==> src/rtl/prog_loader_pkg.sv <==
// Shared types and default geometry for the serial program loader.
package prog_loader_pkg;

  localparam int FRAME_W = 12;
  localparam int DATA_W  = 8;
  localparam int ADDR_W  = 4;
  localparam int CNT_W   = 4;

  typedef enum logic [1:0] {
    ST_IDLE,
    ST_SHIFT,
    ST_COMMIT,
    ST_RUN
  } state_t;

  typedef enum logic {
    TGT_I,
    TGT_D
  } target_t;

endpackage

==> src/rtl/loader_shifter.sv <==
// LSB-first serial-in/parallel-out frame register with captured-bit counter.
// frame_next is the frame including the bit being sampled this cycle.
module loader_shifter
  import prog_loader_pkg::*;
#(
  parameter int W = FRAME_W
) (
  input  logic         clk,
  input  logic         rst,
  input  logic         start,
  input  logic         shift_en,
  input  logic         mosi,
  output logic [W-1:0] frame_next,
  output logic         last_bit
);

  // Holds only the W-1 newest bits; the incoming bit completes the window.
  logic [W-2:0]       sr;
  logic [CNT_W-1:0]   count;

  always_comb begin
    frame_next = start ? {mosi, {(W-1){1'b0}}} : {mosi, sr};
  end

  assign last_bit = (count == CNT_W'(W - 1));

  // NOTE: sequential state uses non-blocking assignments so every register
  // samples the pre-edge values regardless of statement order.
  always_ff @(posedge clk) begin
    if (rst) begin
      sr    <= '0;
      count <= '0;
    end else if (start) begin
      sr    <= frame_next[W-1:1];
      count <= CNT_W'(1);
    end else if (shift_en) begin
      sr    <= frame_next[W-1:1];
      count <= count + CNT_W'(1);
    end else begin
      count <= '0;
    end
  end

endmodule

==> src/rtl/prog_loader.sv <==
// Serial program loader: writes framed words into the I/D caches, then runs.
// Optional odd-parity bit per frame when PROG_LOADER_PARITY_EN is defined.
module prog_loader #(
  parameter int FRAME_W = prog_loader_pkg::FRAME_W,
  parameter int DATA_W  = prog_loader_pkg::DATA_W
) (
  input  logic                                clk,
  input  logic                                rst,
  input  logic                                csi_n,
  input  logic                                csd_n,
  input  logic                                mosi,
  input  logic                                proc_en_in,
  output logic [DATA_W-1:0]                   wr_data_out,
  output logic [prog_loader_pkg::ADDR_W-1:0]  wr_addr_out,
  output logic                                icache_wen_out,
  output logic                                dcache_wen_out,
  output logic                                run_out,
  output logic                                busy_out,
  output logic                                frame_err_out
);
  import prog_loader_pkg::*;

`ifdef PROG_LOADER_PARITY_EN
  localparam int SR_W = FRAME_W + 1;
`else
  localparam int SR_W = FRAME_W;
`endif

  state_t            state;
  target_t           target;
  logic              start, shift_en, last_bit, frame_ok;
  logic              one_sel, both_sel, sel_rise;
  logic [SR_W-1:0]   frame_next;

  assign one_sel  = csi_n ^ csd_n;
  assign both_sel = !csi_n && !csd_n;
  assign sel_rise = (target == TGT_I) ? csi_n : csd_n;
  assign start    = (state == ST_IDLE) && one_sel && !proc_en_in;
  assign shift_en = (state == ST_SHIFT) && !sel_rise;

`ifdef PROG_LOADER_PARITY_EN
  // Odd parity: data, address and parity bit together hold an odd count of ones.
  assign frame_ok = ^frame_next;
`else
  assign frame_ok = 1'b1;
`endif

  loader_shifter #(.W(SR_W)) u_shifter (
    .clk        (clk),
    .rst        (rst),
    .start      (start),
    .shift_en   (shift_en),
    .mosi       (mosi),
    .frame_next (frame_next),
    .last_bit   (last_bit)
  );

  always_ff @(posedge clk) begin
    if (rst) begin
      state          <= ST_IDLE;
      target         <= TGT_I;
      wr_data_out    <= '0;
      wr_addr_out    <= '0;
      icache_wen_out <= 1'b0;
      dcache_wen_out <= 1'b0;
      run_out        <= 1'b0;
      busy_out       <= 1'b0;
      frame_err_out  <= 1'b0;
    end else begin
      icache_wen_out <= 1'b0;
      dcache_wen_out <= 1'b0;
      frame_err_out  <= 1'b0;
      unique case (state)
        ST_IDLE: begin
          if (both_sel) begin
            frame_err_out <= 1'b1;
          end else if (proc_en_in) begin
            state   <= ST_RUN;
            run_out <= 1'b1;
          end else if (one_sel) begin
            state    <= ST_SHIFT;
            busy_out <= 1'b1;
            target   <= csi_n ? TGT_D : TGT_I;
          end
        end
        ST_SHIFT: begin
          if (sel_rise || (last_bit && !frame_ok)) begin
            state         <= ST_IDLE;
            busy_out      <= 1'b0;
            frame_err_out <= 1'b1;
          end else if (last_bit) begin
            // Strobe and data leave together on the edge that samples the last bit.
            state          <= ST_COMMIT;
            wr_addr_out    <= frame_next[ADDR_W-1:0];
            wr_data_out    <= frame_next[FRAME_W-1:ADDR_W];
            icache_wen_out <= (target == TGT_I);
            dcache_wen_out <= (target == TGT_D);
          end
        end
        ST_COMMIT: begin
          state    <= ST_IDLE;
          busy_out <= 1'b0;
        end
        ST_RUN: begin
          if (!proc_en_in) begin
            state   <= ST_IDLE;
            run_out <= 1'b0;
          end
        end
        default: state <= ST_IDLE;
      endcase
    end
  end

endmodule

==> config.mk <==
export PLATFORM = sky130hd
export DESIGN_NAME = prog_loader
export DESIGN_NICKNAME = d
export VERILOG_FILES = /design/src/rtl/prog_loader_pkg.sv /design/src/rtl/loader_shifter.sv /design/src/rtl/prog_loader.sv
export SDC_FILE = /design/constraint.sdc
export NUM_CORES = 1
export LEC_CHECK = 0
export ABC_CLOCK_PERIOD_IN_PS = 1700
export CORE_MARGIN = 2
export CORE_UTILIZATION = 35
export CTS_CLUSTER_DIAMETER = 150
export DETAILED_ROUTE_END_ITERATION = 16
export SETUP_SLACK_MARGIN = 0.1
export SLEW_MARGIN = 20
export SYNTH_ARGS = -nofsm -noshare
export SYNTH_HDL_FRONTEND = slang
export SYNTH_HIERARCHICAL = 1
export SYNTH_SLANG_ARGS = --single-unit
==> constraint.sdc <==
create_clock -name clk -period 1.7 [get_ports clk]
set_input_delay 0.34 -clock clk [delete_from_list [all_inputs] [get_ports clk]]
set_output_delay 0.34 -clock clk [all_outputs]
set_load 0.05 [all_outputs]
==> flow_metrics.tcl <==
set metrics [dict create \
    sw_frac_of_total_pct 32.20 \
    multi_input_area_sq_um 940.9 \
    ys_types 36 \
    grt_antenna_before_repair 0 \
    ys_ff_latch 35 \
    synth_area_sq_mm 0.001657 \
    timing_hold_violations_final 0 \
    start_kind "flip-flop" \
    fin_ws_ps 106.7 \
    htreeDepth 2 \
    synth_area_leader_cell "dfxtp_1" \
    finClkSkew_ps 5.819 \
    area_growth_syn_to_layout_pct 36.40 \
    pwr-share-seq_pct 34.5 \
    start_util_pct 35.78 \
    power.total_w 0.002748 \
    core_sq_mm 0.004629 \
    hold_buffers 0 \
    slew-limit-headroom_pct 76.12 \
    clkPwrFrac_pct 26.9 \
    cts_root_buf "clkbuf_8" \
    drv_slew 0 \
    final_common_cell "buf_4" \
    gp_congestion 0.7970 \
    dp_hpwl_mm 2.304 \
    final_net_count 226 \
    layout_common_cells "buf_4, dfxtp_1, nor2_1" \
    grtUsageMet1_pct 17.14 \
    power_frac_comb_pct 38.6 \
    grtUsageMet3_pct 3.729 \
    tightest_slew_ps 357.1 \
    p_sw_w 0.0008850 \
    drc 0 \
    status "finished, final reports clean" \
    cts_tree "built" \
    clock.fmax_ghz 0.6276 \
    grt_pass1_vias 1267 \
    dp_worst_setup_slack_ps -505.0 \
    synthTopCellsByArea "dfxtp_1, mux2i_1, ha_1, or3b_1, nand3b_1" \
    reg2reg_depth 8 \
    crit_type "flip-flop to flip-flop" \
    regArea_sq_um 706.9 \
    wirelength_mm 3.422 \
    die-area_sq_mm 0.005299 \
    power-per-cell-area_mw_per_mm2 1216 \
    grt_usage_pct 13.74 \
    fin_crit_ps 1593 \
    syn_area_per_cell_sq_um 9.631 \
    met2_usage_pct 22.42 \
    maxCapViolations 0 \
    die_w_microns 72.80 \
    crit_path_top_delay_cell "or3b_4" \
    port_buffers 22 \
    insertion_delay_ps 290 \
    drt_first_pass_iters 4 \
    crit_chain "inv_4 -> ha_4 -> inv_4 -> nor3b_4 -> buf_6 -> buf_16 -> or3b_4 -> a21oi_2" \
    die_h_microns 72.80 \
    p_leak_nw 0.9898 \
    drt_iter0_drc 34 \
    wl_per_cell_microns 12.82 \
    synth_warnings 6 \
    hp-class "primary input to flip-flop" \
    arrival_ps 1810 \
    synthCells 172 \
    synth_top_area_share_pct 42.30 \
    fin_crit_sh_pct 93.73 \
    cts_buffers 5 \
    rows 25 \
    endpoint_kind "flip-flop" \
    syn-num-nets 186 \
    drive_gt1_share_pct 31.92 \
    crit_required_ps 1920 \
    finalSetupViolCount 0 \
    cpMostUsedCell "inv_4" \
    grt_max_degree 24 \
    cts.path.max_buffers 2 \
    grt_pass1_wl_mm 5.671 \
    dr_total_vias 1336 \
    via_per_inst 5.004 \
    fin_tns_setup_ps 0 \
    drtAntennaViolNets 0 \
    antenna_cells 0 \
    critPathMaxStageDelay_ps 390 \
    holdPathStages 2 \
    busiest_layer "met2" \
    rsz0062_at_grt "yes" \
    power.internal_w 0.001863 \
    ir_drop_mv 0.3875 \
    clkTransAtPathRegs_ps 70 \
    io_pins 23 \
    cts_sinks 35 \
    grt_overflow 0 \
    critPathMaxFanout 14 \
    nFillCells 436 \
    yosysSeqAreaShare_pct 42.30 \
]
## worst max-delay path, delay by kind of cell (launching register included)
kind                     cells  cell delay [ps]
adder cells (fa/ha/maj)      1              180
AO/OA/AOI/OAI                1              130
flip-flops                   1              370
AND/OR/NAND/NOR              2              440
buffers and inverters        4              400
## cells in the mapped netlist
| cell type | n |
|---|---|
| mux2_1 | 1 |
| clkbuf_1 | 4 |
| buf_1 | 1 |
| ha_1 | 8 |
| a22o_1 | 1 |
| a311o_1 | 1 |
| nor3b_1 | 3 |
| and3b_1 | 1 |
| o21bai_1 | 1 |
| dfxtp_1 | 35 |
| o21a_1 | 1 |
| a211oi_1 | 1 |
| nand2b_1 | 1 |
| nor3_1 | 1 |
| nand3_1 | 1 |
| buf_6 | 1 |
| inv_1 | 7 |
| a21oi_1 | 15 |
| buf_2 | 3 |
| nand3b_1 | 11 |
| xnor2_1 | 1 |
| a2111oi_2 | 1 |
| nor2_1 | 18 |
| nor4b_1 | 2 |
| buf_4 | 2 |
| o21ai_0 | 2 |
| nor2b_1 | 12 |
| nor4bb_1 | 2 |
| a2bb2oi_1 | 1 |
| nand2_1 | 4 |
| nand3_2 | 1 |
| and2_2 | 1 |
| a221oi_1 | 1 |
| mux2i_1 | 14 |
| nand4bb_1 | 1 |
| or3b_1 | 11 |
## timing repair
| action | 4_1_cts | 5_1_grt |
|---|---|---|
| gates cloned | 1 | 0 |
| setup endpoints to repair | 29 | 26 |
| resized for setup | 16 | 14 |
| setup buffers | 0 | 5 |
| pin swaps | 6 | 7 |
## sequential cells by signal (all words and copies together) (netlist names)
signal           cells
icache_wen_out       1
u_shifter/sr        11
busy_out             1
state                2
u_shifter/count      4
wr_data_out          8
wr_addr_out          4
dcache_wen_out       1
frame_err_out        1
target               1
run_out              1
## per-stage QoR
step	util [%]	hold slack, ps	area [sq um]	instances
global route	48.81	277.6	2260	267
detailed placement	43.57	482.9	2017	253
finish	48.81	277.5	2260	267
floorplan	-	409.1	1673	172
CTS	47.35	375.4	2192	262
global placement	43.57	472.6	2017	253
## routing by layer
| metal | vias to the layer above | part of all wire (%) |
|---|---|---|
| li1 | 682 | - |
| met1 | 631 | 47 |
| met2 | 19 | 49 |
| met3 | 4 | 2.7 |
| met4 | 0 | 1.2 |
| met5 | - | 0 |
## power groups by stage
stage                     clock, W  sequential (W)  combinational, W
after global routing      0.000795        0.000959           0.00117
after floorplan                  0         0.00102          0.000493
after detailed placement         0        0.000945          0.000835
after CTS                 0.000763        0.000939          0.000927
final                     0.000740        0.000948           0.00106
after global placement           0        0.000942          0.000805
## final timing paths
| check | startpoint | to | slack [ps] |
|---|---|---|---|
| setup / recovery | state[1] | u_shifter/sr[1] | 110 |
| hold reg to reg | target | icache_wen_out | 470 |
| hold / removal | csi_n | icache_wen_out | 280 |
| setup reg to reg | state[1] | u_shifter/sr[1] | 110 |
## area by class of cell
cell class / count / area share [%]
Inverter: 7 / 1.495
Multi-Input combinational cell: 119 / 41.64
Sequential cell: 35 / 31.28
Timing Repair Buffer: 44 / 17.61
Clock inverter: 3 / 1.938
Clock buffer: 5 / 3.045
Tap cell: 54 / 2.990
## cell families (layout without fill, tap and decap cells)
kind of cell             after synthesis  count (layout)  share of synthesized area, %
AO/OA/AOI/OAI                         25              25                         9.593
XOR/XNOR                               1               1                        0.5288
adder cells (fa/ha/maj)                8               8                         6.043
buffers and inverters                 18              59                         5.211
flip-flops                            35              35                         42.30
multiplexers                          15              15                         9.139
AND/OR/NAND/NOR                       70              70                         27.19
Power figures use the tool's default switching activity.
